==> src/rtl/systolic_pkg.sv <==
// Shared types and helpers for the systolic array receive datapath.
package systolic_pkg;

   typedef enum logic [1:0] {
      IDLE    = 2'd0,
      COLLECT = 2'd1,
      DRAIN   = 2'd2
   } collector_state_e;

   // Width of a counter that must be able to hold the value n (0..n inclusive).
   function automatic int unsigned cnt_width(input int unsigned n);
      return $clog2(n + 1);
   endfunction

endpackage

==> src/rtl/result_column_buffer.sv <==
// Storage for one result column: N-deep element buffer, write index and overflow detect.
module result_column_buffer
   import systolic_pkg::*;
#(
   parameter int unsigned MATRIX_SIZE = 2,
   parameter int unsigned DATA_SIZE   = 32,
   parameter int unsigned IDX_W       = (MATRIX_SIZE > 1) ? $clog2(MATRIX_SIZE) : 1
) (
   input  logic                 clk,
   input  logic                 reset,
   input  logic                 clear,
   input  logic                 wr_en,
   input  logic [DATA_SIZE-1:0] wr_data,
   input  logic [IDX_W-1:0]     rd_idx,
   output logic [DATA_SIZE-1:0] rd_data,
   output logic                 full_next,
   output logic                 ovf
);

   localparam int unsigned CntW = cnt_width(MATRIX_SIZE);

   logic [CntW-1:0]      wr_idx_q, wr_idx_d;
   logic [DATA_SIZE-1:0] mem_q [MATRIX_SIZE];
   logic [DATA_SIZE-1:0] mem_d [MATRIX_SIZE];
   logic                 full;

   assign full      = (wr_idx_q == CntW'(MATRIX_SIZE));
   // Full including a write landing this cycle, so the FSM can leave COLLECT without a bubble.
   assign full_next = full || (wr_en && (wr_idx_q == CntW'(MATRIX_SIZE - 1)));
   assign ovf       = wr_en && full;
   assign rd_data   = mem_q[rd_idx];

   // Next-state: clear the index on an accepted start, otherwise append the element if room.
   always_comb begin
      wr_idx_d = wr_idx_q;
      mem_d    = mem_q;
      if (clear) begin
         wr_idx_d = '0;
      end else if (wr_en && !full) begin
         mem_d[wr_idx_q[IDX_W-1:0]] = wr_data;
         wr_idx_d                   = wr_idx_q + 1'b1;
      end
   end

   // State registers; the buffer contents are only cleared by reset.
   always_ff @(posedge clk or posedge reset) begin
      if (reset) begin
         wr_idx_q <= '0;
         mem_q    <= '{default: '0};
      end else begin
         wr_idx_q <= wr_idx_d;
         mem_q    <= mem_d;
      end
   end

endmodule

==> src/rtl/result_collector.sv <==
// Collects skewed per-column results, realigns them into rows and drains them over valid/ready.
module result_collector
   import systolic_pkg::*;
#(
   parameter int unsigned MATRIX_SIZE = 2,
   parameter int unsigned DATA_SIZE   = 32
) (
   input  logic                             clk,
   input  logic                             reset,
   input  logic                             start,
   input  logic [MATRIX_SIZE-1:0]           col_valid,
   input  logic [MATRIX_SIZE*DATA_SIZE-1:0] col_data,
   output logic                             out_valid,
   input  logic                             out_ready,
   output logic [MATRIX_SIZE*DATA_SIZE-1:0] out_data,
   output logic                             busy,
   output logic                             done,
   output logic                             overflow_err
);

   localparam int unsigned IdxW = (MATRIX_SIZE > 1) ? $clog2(MATRIX_SIZE) : 1;

   collector_state_e       state_q, state_d;
   logic [IdxW-1:0]        drain_row_q, drain_row_d;
   logic                   out_valid_q, out_valid_d;
   logic                   busy_q, busy_d;
   logic                   done_q, done_d;
   logic                   ovf_q, ovf_d;
   logic                   clear;
   logic [MATRIX_SIZE-1:0] wr_en;
   logic [MATRIX_SIZE-1:0] col_full_next;
   logic [MATRIX_SIZE-1:0] col_ovf;

   for (genvar j = 0; j < MATRIX_SIZE; j++) begin : g_col
      result_column_buffer #(
         .MATRIX_SIZE (MATRIX_SIZE),
         .DATA_SIZE   (DATA_SIZE),
         .IDX_W       (IdxW)
      ) u_col (
         .clk       (clk),
         .reset     (reset),
         .clear     (clear),
         .wr_en     (wr_en[j]),
         .wr_data   (col_data[j*DATA_SIZE +: DATA_SIZE]),
         .rd_idx    (drain_row_q),
         .rd_data   (out_data[j*DATA_SIZE +: DATA_SIZE]),
         .full_next (col_full_next[j]),
         .ovf       (col_ovf[j])
      );
   end

   // FSM next-state, column write enables and status register updates.
   always_comb begin
      state_d     = state_q;
      drain_row_d = drain_row_q;
      done_d      = done_q;
      ovf_d       = ovf_q;
      clear       = 1'b0;
      wr_en       = '0;
      unique case (state_q)
         IDLE: begin
            if (start) begin
               state_d = COLLECT;
               clear   = 1'b1;
               done_d  = 1'b0;
               ovf_d   = 1'b0;
            end
            // A result arriving with no collection armed is lost.
            if (|col_valid) ovf_d = 1'b1;
         end
         COLLECT: begin
            wr_en = col_valid;
            if (|col_ovf) ovf_d = 1'b1;
            if (&col_full_next) begin
               state_d     = DRAIN;
               drain_row_d = '0;
            end
         end
         DRAIN: begin
            if (|col_valid) ovf_d = 1'b1;
            // out_valid is always high in DRAIN, so out_ready alone marks a handshake.
            if (out_ready) begin
               if (drain_row_q == IdxW'(MATRIX_SIZE - 1)) begin
                  state_d     = IDLE;
                  done_d      = 1'b1;
                  drain_row_d = '0;
               end else begin
                  drain_row_d = drain_row_q + 1'b1;
               end
            end
         end
         default: state_d = IDLE;
      endcase
      busy_d      = (state_d != IDLE);
      out_valid_d = (state_d == DRAIN);
   end

   // State and registered outputs.
   always_ff @(posedge clk or posedge reset) begin
      if (reset) begin
         state_q     <= IDLE;
         drain_row_q <= '0;
         out_valid_q <= 1'b0;
         busy_q      <= 1'b0;
         done_q      <= 1'b0;
         ovf_q       <= 1'b0;
      end else begin
         state_q     <= state_d;
         drain_row_q <= drain_row_d;
         out_valid_q <= out_valid_d;
         busy_q      <= busy_d;
         done_q      <= done_d;
         ovf_q       <= ovf_d;
      end
   end

   assign out_valid    = out_valid_q;
   assign busy         = busy_q;
   assign done         = done_q;
   assign overflow_err = ovf_q;

endmodule

==> config.mk <==
export PLATFORM = sky130hd
export DESIGN_NAME = result_collector
export DESIGN_NICKNAME = d
export VERILOG_FILES = /design/src/rtl/systolic_pkg.sv /design/src/rtl/result_column_buffer.sv /design/src/rtl/result_collector.sv
export SDC_FILE = /design/constraint.sdc
export NUM_CORES = 1
export LEC_CHECK = 0
export ABC_AREA = 1
export ABC_CLOCK_PERIOD_IN_PS = 2950
export CAP_MARGIN = 25
export CORE_MARGIN = 4
export CORE_UTILIZATION = 55
export DETAILED_ROUTE_END_ITERATION = 7
export PLACE_DENSITY = 0.95
export SYNTH_ARGS = -nofsm -noshare
export SYNTH_HDL_FRONTEND = slang
export SYNTH_HIERARCHICAL = 1
export SYNTH_SLANG_ARGS = --single-unit
export TNS_END_PERCENT = 50
==> constraint.sdc <==
create_clock -name clk -period 2.95 [get_ports clk]
set_clock_uncertainty 0.1 [all_clocks]
set_input_delay 0.295 -clock clk [delete_from_list [all_inputs] [get_ports clk]]
set_output_delay 0.295 -clock clk [all_outputs]
set_load 0.01 [all_outputs]
==> results.txt <==
- Pin count of the biggest net entering global routing: 67
* Leak Pwr: 4.25 nW
- Via total after detailed routing: 5,943
- Crit path largest cell delay: 0.49 ns
* Setup repair after global routing missed its margin: no
- Number of buffers created by CTS: 17
- The initialized floorplan defines 40 standard-cell rows.
- The number of global-route vias before repair was 5,896.
- Flops & latches, synth: 139
* Final critical path time including I/O delays and setup: 2.52 ns
- Biggest area consumer among synthesized cells: sky130_fd_sc_hd__dfrtp_1
- The kind of cell with the highest combined delay along the critical path is buffers and inverters.
* Layout Nets: 936
* Post-CTS Setup Repair Bufs: 0
- Syn Area/Cell: 9.27 um2
- Dividing the detail-routed wire length by the instance count gives 17.6 um.
- Dividing the final minimum period by the clock period gives 85.5%.
- The die covers 0.0143 mm2.
- Half-perimeter wire length of the detailed placement result: 11,000 um
* Number of I/O pins: 138
- CTS tree: done
- After clock tree synthesis, the clock-pin slew on the worst setup and hold paths is 0.06 ns.
* Fraction of final layout cells sized beyond drive strength 1: 14.0%
- Maximum vdd drop: 0.809 mV
* Number of unique standard cell types used by synthesis: 24
* Area contributors post-synth: sky130_fd_sc_hd__dfrtp_1, sky130_fd_sc_hd__nand2_1, sky130_fd_sc_hd__mux2_2, sky130_fd_sc_hd__nand4_1, sky130_fd_sc_hd__nand3_1
* Max Slew Vio Count: 0
* Area share of the largest cell type after synthesis: 50.6%
- After the first detailed-routing iteration, the DRC count stood at 731.
- The clock net in this run drives a total of 139 sinks.
- The number of placed instances, taps included, is 1,006.
- For this block, the routed nets add up to 18,200 um of wire.
- Startpoint-to-endpoint class of the critical path: reg -> out
- Setup slack on the worst reg-to-reg path comes out at 0.65 ns.
- At the worst endpoint, the required time is 2.56 ns.
- CTS root buf: sky130_fd_sc_hd__clkbuf_16
* CP endpoint kind: output port
- Number of hold violations in the final report: 0
- Ys Warns: 6
* Clock latency at the later pin of the worst-skew pair: 0.41 ns
- The region available for standard cell placement spans 0.0121 mm2.
* Starting Density: 56.7%
* Layout-stage area growth over the synthesis result: 28.3%
* Run status: completed
* Worst Path Buf+Inv: 2
- Slowest cell on crit path: sky130_fd_sc_hd__clkdlybuf4s50_1
- Setup violations remaining at the end of the flow were counted as 0.
* Initial antenna violation count: 0
- Across the run, the number of max-cap violations was 0.
- After global routing the overflow that remains totals 0.
- The count of buffers added on input and output ports is 137.
- Along the worst path, the maximum fanout reaches 35.
* First-pass GRT wire length: 29,700 um
- For this design the ratio of total power to cell area is 1160 mW/mm2.
- Dividing the detail-routed via count by the number of cells gives 5.73.
- The floorplan step set the die width to 120 um.
* Die height: 120 um
- Startpoint type of the worst setup path: flop
- The finished layout holds 1,038 standard cells, fillers aside.
- For this run, design rule violations remaining after detail routing come to 0.
* H-tree depth: 4
- Post-synthesis sequential area ratio: 50.6%
- The detail route stage leaves a number of antenna-violating nets equal to 0.
- Global routing consumed, over all layers together, 25.6% of the routing resources.
- DR pass1 iterations: 5
* Net count after synthesis: 820
- Post-synthesis instance area: 0.00687 mm2
- Summed over all failing endpoints, the final setup total negative slack is 0 ns.
* Worst path arrival time: 2.13 ns
- Worst-Margin Slew: 0.699 ns
* List of cells traversed by the critical path: buf_4, mux2_2, clkdlybuf4s50_1
- Static timing analysis puts the maximum clock frequency at 397 MHz.
* Maximum clock path buffer count: 2
* Post-Syn Instances: 741
* Resize count post-CTS: 0
* Cts hold-fix bufs: 0
- Routability-driven placement finished with a final weighted congestion of 0.838.
- In this run the tightest slew margin relative to its limit is 53.4%.
- Antenna diodes: 0
* Path class of the lowest-slack min-delay path: in -> async
## power by group
group	total, mW	internal [mW]	switching, mW	leakage [nW]
sequential	3.35	2.84	0.510	1.68
clock	2.30	1.47	0.825	0.312
combinational	4.55	2.09	2.46	2.26
total	10.2	6.40	3.80	4.25
## stage by stage
step	total power [mW]	util [%]	worst slack [ns]	hold WS [ns]	cell area, um2
floorplan	6.05	-	0.900	-0.00160	6870
detailed placement	7.78	67.5	0.712	0.353	8170
global route	10.8	72.8	0.386	0.154	8810
CTS	10.2	72.8	0.427	0.109	8810
finish	10.2	72.8	0.429	0.106	8810
global placement	7.59	67.5	0.824	0.346	8170
## sequential cells by signal (all words and copies together), names as in the netlist
| signal | cells |
|---|---|
| done | 1 |
| g_col.u_col/wr_idx_q | 4 |
| drain_row_q | 1 |
| state_q | 2 |
| g_col.u_col/mem_q | 128 |
| out_valid | 1 |
| overflow_err | 1 |
| busy | 1 |
## area by class of cell
type | count | area [um2]
clock buffers | 20 | 457
flip-flops and latches | 139 | 3480
fillers | 835 | 3300
clock inverters | 12 | 185
inverters | 29 | 109
multi-input cells | 521 | 2890
repair buffers | 149 | 1490
well taps | 168 | 210
## cells in the final DEF (no fill, tap or decap), drive strengths merged
cell type,count
bufinv,4
ha,9
nor2,10
clkbuf,20
mux2,64
o211ai,1
nand3b,1
clkinvlp,1
nand3,72
clkdlybuf4s50,137
or2,1
nand2,292
inv,32
a21oi,1
nand4,64
o21ai,6
buf,12
clkinv,4
dfrtp,139
## cells by family (layout without fill, tap and decap cells)
| kind of cell | after synthesis | count (layout) | share of synthesized area (%) |
|---|---|---|---|
| fa+ha+maj | 9 | 9 | 1.64 |
| flops | 139 | 139 | 50.6 |
| buf+inv | 81 | 210 | 7.37 |
| simple gates | 440 | 440 | 29.3 |
| mux | 64 | 64 | 10.5 |
| compound gates | 8 | 8 | 0.619 |
## path summary, 6_finish.rpt
| check | cells after the start | from | end |
|---|---|---|---|
| worst max-delay path | 3 | drain_row_q$_DFFE_PP0P_ | out_data[8] |
| worst min-delay path | 2 | reset | done$_DFFE_PP0P_ |
| worst max register to register | 8 | state_q[0]$_DFF_PP0_ | g_col[1].u_col/mem_q[46]$_DFFE_PP0P_ |
| worst min register to register | 2 | g_col[1].u_col/mem_q[58]$_DFFE_PP0P_ | g_col[1].u_col/mem_q[58]$_DFFE_PP0P_ |
| max in group asynchronous | 3 | reset | g_col[0].u_col/mem_q[30]$_DFFE_PP0P_ |
| min in group clk | 2 | g_col[1].u_col/mem_q[58]$_DFFE_PP0P_ | g_col[1].u_col/mem_q[58]$_DFFE_PP0P_ |
## routing by layer
layer	vias up	track usage, %	share of wire, %
met3	41	6.64	9.2
met2	344	42.6	49
met5	-	0	0
met4	0	6.16	1.6
met1	2868	33.8	40
li1	2690	-	-
## cells in the mapped netlist
master                       n
sky130_fd_sc_hd__o21ai_1     1
sky130_fd_sc_hd__nand2_4     2
sky130_fd_sc_hd__nand3_4     4
sky130_fd_sc_hd__a21oi_1     1
sky130_fd_sc_hd__nand3_1    68
sky130_fd_sc_hd__buf_2      12
sky130_fd_sc_hd__mux2_1      4
sky130_fd_sc_hd__nor2_1      6
sky130_fd_sc_hd__o211ai_1    1
sky130_fd_sc_hd__nand3b_1    1
sky130_fd_sc_hd__clkbuf_1    8
sky130_fd_sc_hd__o21ai_0     5
sky130_fd_sc_hd__or2_0       1
sky130_fd_sc_hd__nand2_1   290
sky130_fd_sc_hd__mux2_2     60
sky130_fd_sc_hd__inv_1      23
sky130_fd_sc_hd__buf_4      14
sky130_fd_sc_hd__nor2_2      2
sky130_fd_sc_hd__nor2_8      2
sky130_fd_sc_hd__dfrtp_1   139
sky130_fd_sc_hd__nand4_1    64
sky130_fd_sc_hd__buf_6      18
sky130_fd_sc_hd__ha_1        9
sky130_fd_sc_hd__inv_2       6
No activity file was read; power rests on OpenSTA's default activity.
